===== src/rtl/af_stage_pkg.sv =====
// Shared definitions for the activation-function stage.
// Holds the word-format defaults, enable/disable constants, the activation
// select encodings and the stage FSM state encodings.
// Optional feature macro: AF_LEAKY_EN (leaky ReLU on act_sel = 2).
package af_stage_pkg;

    localparam int unsigned AF_DW   = 16;
    localparam int unsigned AF_FRAC = 8;

    localparam bit ENABLE  = 1'b1;
    localparam bit DISABLE = 1'b0;

`ifdef AF_LEAKY_EN
    localparam bit AF_LEAKY_BUILT = ENABLE;
`else
    localparam bit AF_LEAKY_BUILT = DISABLE;
`endif

    // Activation select as presented on act_sel
    typedef enum logic [1:0] {
        ACT_ID    = 2'd0,
        ACT_RELU  = 2'd1,
        ACT_LEAKY = 2'd2,
        ACT_HSIG  = 2'd3
    } act_sel_e;

    // Stage sequencing
    typedef enum logic [1:0] {
        AF_IDLE = 2'd0,
        AF_ADD  = 2'd1,
        AF_ACT  = 2'd2,
        AF_HOLD = 2'd3
    } af_state_e;

endpackage


===== src/rtl/af_func.sv =====
// Combinational activation function on a saturated signed fixed-point word.
// Ports:
//   x       in  DW  saturated signed input, Q(DW-FRAC).FRAC
//   act_sel in  2   activation select (act_sel_e)
//   y_c     out DW  activation result (combinational)
// Optional feature macro: AF_LEAKY_EN. When undefined, no shifter for the
// leaky slope is built and ACT_LEAKY behaves as ReLU.
module af_func
    import af_stage_pkg::*;
#(
    parameter int unsigned DW   = AF_DW,
    parameter int unsigned FRAC = AF_FRAC
) (
    input  logic [DW-1:0] x,
    input  act_sel_e      act_sel,
    output logic [DW-1:0] y_c
);

    // Hard sigmoid constants: offset 0.5 and ceiling 1.0, one guard bit wide
    localparam logic signed [DW:0] HSIG_OFS = $signed((DW+1)'(1) << (FRAC-1));
    localparam logic signed [DW:0] HSIG_ONE = $signed((DW+1)'(1) << FRAC);

    logic signed [DW:0] x_ext;
    logic signed [DW:0] hsig_raw;

    // Hard sigmoid computed one bit wider so the offset can never wrap
    always_comb begin
        x_ext    = $signed({x[DW-1], x});
        hsig_raw = (x_ext >>> 2) + HSIG_OFS;
    end

    // Activation select
    always_comb begin
        y_c = x;
        case (act_sel)
            ACT_ID: begin
                y_c = x;
            end
`ifdef AF_LEAKY_EN
            ACT_RELU: begin
                y_c = x[DW-1] ? '0 : x;
            end
            ACT_LEAKY: begin
                y_c = x[DW-1] ? DW'($signed(x) >>> 3) : x;
            end
`else
            ACT_RELU, ACT_LEAKY: begin
                y_c = x[DW-1] ? '0 : x;
            end
`endif
            ACT_HSIG: begin
                if (hsig_raw[DW]) begin
                    y_c = '0;
                end else if (hsig_raw > HSIG_ONE) begin
                    y_c = HSIG_ONE[DW-1:0];
                end else begin
                    y_c = hsig_raw[DW-1:0];
                end
            end
            default: begin
                y_c = x;
            end
        endcase
    end

endmodule


===== src/rtl/af_stage.sv =====
// Activation-function stage: captures the final accumulator sum of a neuron,
// adds the bias with saturation, applies the selected activation and holds
// the result on a valid/ack handshake. One pending slot absorbs a final sum
// arriving while a result is in flight, so the accumulator never stalls.
// Ports:
//   clk      in  1   clock
//   reset    in  1   asynchronous active-high reset
//   ac_out   in  DW  accumulator value (signed)
//   ac_rdy   in  1   accumulator value valid
//   off      in  1   with ac_rdy: ac_out is the final sum
//   bias     in  DW  signed bias, sampled with the final sum
//   act_sel  in  2   activation select, sampled with the final sum
//   af_out   out DW  activation result (signed)
//   af_vld   out 1   af_out valid, held until af_ack
//   af_ack   in  1   consumer accepts af_out
//   busy     out 1   FSM not idle or pending slot full
//   ovf      out 1   sticky: a final sum was dropped
// Optional feature macro: AF_LEAKY_EN (passed through to af_func).
module af_stage
    import af_stage_pkg::*;
#(
    parameter int unsigned DW   = AF_DW,
    parameter int unsigned FRAC = AF_FRAC
) (
    input  logic          clk,
    input  logic          reset,
    input  logic [DW-1:0] ac_out,
    input  logic          ac_rdy,
    input  logic          off,
    input  logic [DW-1:0] bias,
    input  logic [1:0]    act_sel,
    output logic [DW-1:0] af_out,
    output logic          af_vld,
    input  logic          af_ack,
    output logic          busy,
    output logic          ovf
);

    localparam logic [DW-1:0] SAT_MAX = {1'b0, {(DW-1){1'b1}}};
    localparam logic [DW-1:0] SAT_MIN = {1'b1, {(DW-1){1'b0}}};

    af_state_e     state_q,     state_d;
    logic [DW-1:0] wrk_acc_q,   wrk_acc_d;
    logic [DW-1:0] wrk_bias_q,  wrk_bias_d;
    act_sel_e      wrk_sel_q,   wrk_sel_d;
    logic [DW-1:0] wrk_sum_q,   wrk_sum_d;
    logic          pend_vld_q,  pend_vld_d;
    logic [DW-1:0] pend_acc_q,  pend_acc_d;
    logic [DW-1:0] pend_bias_q, pend_bias_d;
    act_sel_e      pend_sel_q,  pend_sel_d;
    logic [DW-1:0] af_out_d;
    logic          af_vld_d;
    logic          busy_d;
    logic          ovf_d;

    logic          arrival_c;
    logic          drain_c;
    logic          load_in_c;
    logic [DW:0]   sum_wide_c;
    logic [DW-1:0] sum_sat_c;
    logic [DW-1:0] act_y_c;

    assign arrival_c = ac_rdy & off;

    // Bias add one bit wide, then clamp to the signed DW range
    always_comb begin
        sum_wide_c = {wrk_acc_q[DW-1], wrk_acc_q} + {wrk_bias_q[DW-1], wrk_bias_q};
        sum_sat_c  = sum_wide_c[DW-1:0];
        if (sum_wide_c[DW] != sum_wide_c[DW-1]) begin
            sum_sat_c = sum_wide_c[DW] ? SAT_MIN : SAT_MAX;
        end
    end

    af_func #(
        .DW   (DW),
        .FRAC (FRAC)
    ) u_af_func (
        .x       (wrk_sum_q),
        .act_sel (wrk_sel_q),
        .y_c     (act_y_c)
    );

    // Next-state, working/pending registers and outputs
    always_comb begin
        state_d     = state_q;
        wrk_acc_d   = wrk_acc_q;
        wrk_bias_d  = wrk_bias_q;
        wrk_sel_d   = wrk_sel_q;
        wrk_sum_d   = wrk_sum_q;
        pend_vld_d  = pend_vld_q;
        pend_acc_d  = pend_acc_q;
        pend_bias_d = pend_bias_q;
        pend_sel_d  = pend_sel_q;
        af_out_d    = af_out;
        af_vld_d    = af_vld;
        ovf_d       = ovf;
        drain_c     = 1'b0;
        load_in_c   = 1'b0;

        case (state_q)
            AF_IDLE: begin
                // A pending entry left behind by a HOLD exit takes priority
                if (pend_vld_q) begin
                    drain_c = 1'b1;
                    state_d = AF_ADD;
                end else if (arrival_c) begin
                    load_in_c = 1'b1;
                    state_d   = AF_ADD;
                end
            end
            AF_ADD: begin
                wrk_sum_d = sum_sat_c;
                state_d   = AF_ACT;
            end
            AF_ACT: begin
                af_out_d = act_y_c;
                af_vld_d = 1'b1;
                state_d  = AF_HOLD;
            end
            AF_HOLD: begin
                if (af_ack) begin
                    af_vld_d = 1'b0;
                    if (pend_vld_q) begin
                        drain_c = 1'b1;
                        state_d = AF_ADD;
                    end else begin
                        state_d = AF_IDLE;
                    end
                end
            end
            default: begin
                state_d = AF_IDLE;
            end
        endcase

        if (load_in_c) begin
            wrk_acc_d  = ac_out;
            wrk_bias_d = bias;
            wrk_sel_d  = act_sel_e'(act_sel);
        end

        // Draining frees the slot, so a same-cycle arrival refills it
        if (drain_c) begin
            wrk_acc_d  = pend_acc_q;
            wrk_bias_d = pend_bias_q;
            wrk_sel_d  = pend_sel_q;
            pend_vld_d = 1'b0;
        end

        if (arrival_c && !load_in_c) begin
            if (!pend_vld_q || drain_c) begin
                pend_vld_d  = 1'b1;
                pend_acc_d  = ac_out;
                pend_bias_d = bias;
                pend_sel_d  = act_sel_e'(act_sel);
            end else begin
                ovf_d = 1'b1;
            end
        end

        busy_d = (state_d != AF_IDLE) || pend_vld_d;
    end

    // State and output registers
    always_ff @(posedge clk or posedge reset) begin
        if (reset) begin
            state_q     <= AF_IDLE;
            wrk_acc_q   <= '0;
            wrk_bias_q  <= '0;
            wrk_sel_q   <= ACT_ID;
            wrk_sum_q   <= '0;
            pend_vld_q  <= 1'b0;
            pend_acc_q  <= '0;
            pend_bias_q <= '0;
            pend_sel_q  <= ACT_ID;
            af_out      <= '0;
            af_vld      <= 1'b0;
            busy        <= 1'b0;
            ovf         <= 1'b0;
        end else begin
            state_q     <= state_d;
            wrk_acc_q   <= wrk_acc_d;
            wrk_bias_q  <= wrk_bias_d;
            wrk_sel_q   <= wrk_sel_d;
            wrk_sum_q   <= wrk_sum_d;
            pend_vld_q  <= pend_vld_d;
            pend_acc_q  <= pend_acc_d;
            pend_bias_q <= pend_bias_d;
            pend_sel_q  <= pend_sel_d;
            af_out      <= af_out_d;
            af_vld      <= af_vld_d;
            busy        <= busy_d;
            ovf         <= ovf_d;
        end
    end

endmodule


===== config.mk =====
export PLATFORM = sky130hd
export DESIGN_NAME = af_stage
export DESIGN_NICKNAME = d
export VERILOG_FILES = /design/src/rtl/af_stage_pkg.sv /design/src/rtl/af_func.sv /design/src/rtl/af_stage.sv
export SDC_FILE = /design/constraint.sdc
export NUM_CORES = 1
export LEC_CHECK = 0
export BUFFER_PORTS_ARGS = -buffer_cell sky130_fd_sc_hd__clkbuf_2
export CAP_MARGIN = 0
export CORE_MARGIN = 3
export CORE_UTILIZATION = 53
export CTS_CLUSTER_DIAMETER = 150
export DETAILED_ROUTE_END_ITERATION = 10
export GPL_TIMING_DRIVEN = 1
export HOLD_SLACK_MARGIN = 0.1
export PLACE_DENSITY = 0.82
export SYNTH_ARGS = -nofsm -noshare
export SYNTH_HDL_FRONTEND = slang
export SYNTH_SLANG_ARGS = --single-unit

===== constraint.sdc =====
create_clock -name clk -period 2.9 [get_ports clk]
set_clock_uncertainty 0.15 [all_clocks]
set_input_delay 0.145 -clock clk [delete_from_list [all_inputs] [get_ports clk]]
set_output_delay 0.145 -clock clk [all_outputs]
set_load 0.05 [all_outputs]

==> metrics.txt <==
commonest non-fill, non-tap cell in the layout dfrtp_1; final instance area between 6000 and 7000 µm²; number of antenna violations at the first check in global routing 0; Tot GR Track Use 0.2143; largest net degree at the start of global routing 107; Crit path max-delay family compound AO/OA/AOI/OAI gates; routability congestion estimate ~0.91; grt total ovfl 0; Synth Instances 530; Yosys reg bits between 100 and 150; Crit. End Element flip-flop; max-slew violation count 0; Psw 3.568 mW; Max FO, Critical Path 20; crit path cell chain ha_1, fa_1, a21oi_1, o221ai_2, nand4_1, a21oi_1, a2bb2oi_4, o21ai_4, o22ai_1; EDFF count, synth 0; clock latency on the worst-skew pair 0.37 ns; setup slack after layout about 0.24 ns; synthesized area 5345 µm²; worst reg2reg startpoint wrk_acc_q[0]; Fin Setup TNS 0 ns; Antenna diodes 0; Max VDD drop 628.8 µV; Worst Max-Slew Pin Slew about 0.97 ns; top_reg_cell synth dfrtp_1; Detailed Route Iter0 Violations 223; CP startpoint kind flip-flop; WL per Instance 15.08 µm; CTS Buf Count 9; status completed; f_max 375.8 MHz; first-pass GRT wire length 19,710 µm; worst rel slew slack 0.3554; FF-to-FF path depth 9; min Tclk post-route 2.661 ns; CTS Sinks 106; Die H ~110 µm; RSZ-0062 raised after global routing false; Seq/Total Area, Yosys 0.4963; layout cells sized above 1 0.2045; vias in the first global route approximately 4,300; Syn-to-layout area delta 18.68%; CP max stage cell fa_1; met2 Use GR 0.3624; WP data arrival about 2.7 ns; Synth Net Count 593; combinational share of power 0.546; drt pass-1 iters 7; WS Path Type reg -> reg; setup bufs post-CTS 0; Tcrit/Tclk final 0.9175; internal power about 4.2 mW; Hold/Removal Path Class in -> async; GRT busiest layer met2; placed inst area just under 6000 µm²; hpwl dp around 7600 µm; routed vias 4,258; Root Buffer clkbuf_8; setup violators final 0; Largest stage delay, worst path 0.41 ns; internal reg-to-reg setup slack 0.24 ns; DRC Markers 0; grt met3 use 0.04068; synth unique cells 52; most frequent cells in the layout 106 x dfrtp_1, 77 x nand2_1, 57 x clkbuf_2; routed wire length 11,370 µm; Std-Cell Core Area just under 10,000 µm²; final net count 679; IO Port Bufs 57; Final Util 0.6490; pwr/cell area ~1200 nW/µm²; switching share of power 0.4600; CP bufs+invs 0; clock slew at reported path FFs 0.10 ns; Crit path top cell by count a21oi_1; Initial Utilization 0.5469; Cell Rows 36; leakage power 2.960 nW; die area about 11,000 µm²; synth warn 0; via/cell ratio 5.647; M1 GR Usage 0.2735; mean post-synth cell area roughly 10 µm²; CTS tree built; register share of total power 0.347; CTS H-Tree Depth 3; Critical Path RT a little under 3 ns; reg2reg end wrk_sum_q[11]; die width 106.4 µm; Final ANT Viol Nets 0; Clock Power Share 0.107; Place WS about 0.11 ns; IO Pins between 50 and 60; CTS max path bufs 2; MaxCap Viol Count 0; asr flop ratio synth 1.000; final hold vios 0
## synth_stat cells (all sizes together) (2+ instances only)
cell type,number,share of area
a211oi,3,0.0075
a21o,4,0.0056
a21oi,39,0.038
a22oi,44,0.062
a31oi,5,0.0059
and4,4,0.0070
buf,9,0.0094
clkbuf,18,0.013
dfrtp,106,0.50
ha,23,0.054
inv,34,0.024
mux2,34,0.072
nand2,77,0.054
nand3,15,0.014
nand4,4,0.0047
nor2,28,0.020
nor3,2,0.0019
nor3b,4,0.0056
o21a,3,0.0042
o21ai,21,0.022
o21bai,3,0.0042
o22ai,17,0.020
or3,3,0.0035
xnor2,5,0.0082
xor2,6,0.0098
## sequential cells by signal (all words and copies together), names as in the netlist
| name | count |
|---|---|
| af_out | 16 |
| pend_acc_q | 16 |
| pend_bias_q | 16 |
| wrk_acc_q | 16 |
| wrk_bias_q | 16 |
| wrk_sum_q | 16 |
| pend_sel_q | 2 |
| state_q | 2 |
| wrk_sel_q | 2 |
| af_vld | 1 |
| busy | 1 |
| ovf | 1 |
| pend_vld_q | 1 |
## power by group through the flow
stage | Sequential (mW) | Combinational [mW] | Clock (mW)
finish | 2.69 | 4.24 | 0.831
global route | 2.78 | 4.75 | 0.912
CTS | 2.68 | 4.20 | 0.850
detailed placement | 2.71 | 4.14 | 0
global placement | 2.65 | 4.01 | 0
floorplan | 2.97 | 2.99 | 0
## worst min-delay path, cell delays in order
cell and delay, ns:
dlygate4sd3_1 0.53, clkbuf_2 0.12, clkinvlp_4 0.08, buf_12 0.41
## kinds of logic after synthesis
group | after synthesis | synth area share
XOR/XNOR | 11 | 0.01802
AO/OA/AOI/OAI | 152 | 0.1929
AND/OR/NAND/NOR | 142 | 0.1177
flip-flops | 106 | 0.4963
adder cells (fa/ha/maj) | 24 | 0.05759
buffers and inverters | 61 | 0.04588
multiplexers | 34 | 0.07163
## final cells by class
type,instances,area (µm²)
Clock inverter,7,50.05
Timing Repair Buffer,102,745.7
Tap cell,133,166.4
Fill cell,786,3431
Inverter,34,131.4
Multi-Input combinational cell,363,2474
Clock buffer,9,123.9
Sequential cell,106,2653
## repair_timing
item | 4_1_cts | 5_1_grt
endpoints found under the hold margin | 179 | 0
hold buffers | 39 | 0
setup endpoints to repair | 0 | 11
resized for setup | 0 | 1
## through the flow
step	hold WS, ns	power, mW	std cells
after floorplan	0.1043	5.957	530
after global placement	0.1745	6.665	699
after detailed placement	0.1888	6.845	699
after CTS	0.3381	7.729	754
after global routing	0.3544	8.440	754
final	0.3033	7.756	754
## layer usage
| metal | vias up | wire length (µm) |
|---|---|---|
| met3 | 23 | 516 |
| met2 | 109 | 5625 |
| met1 | 2061 | 4890 |
| met5 | - | 0 |
| met4 | 0 | 337 |
| li1 | 2065 | - |
## how the worst max path moves through the flow
stage            startpoint  depth (start not counted)             to
2_1_floorplan  wrk_acc_q[0]                         10   wrk_sum_q[3]
4_1_cts        wrk_acc_q[4]                          8   wrk_sum_q[5]
3_5_place_dp   wrk_acc_q[4]                          8   wrk_sum_q[5]
5_1_grt        wrk_acc_q[0]                          9   wrk_sum_q[6]
6_report       wrk_acc_q[0]                          9  wrk_sum_q[11]
3_3_place_gp   wrk_acc_q[4]                          8   wrk_sum_q[5]
No activity file was read; power rests on OpenSTA's default activity.
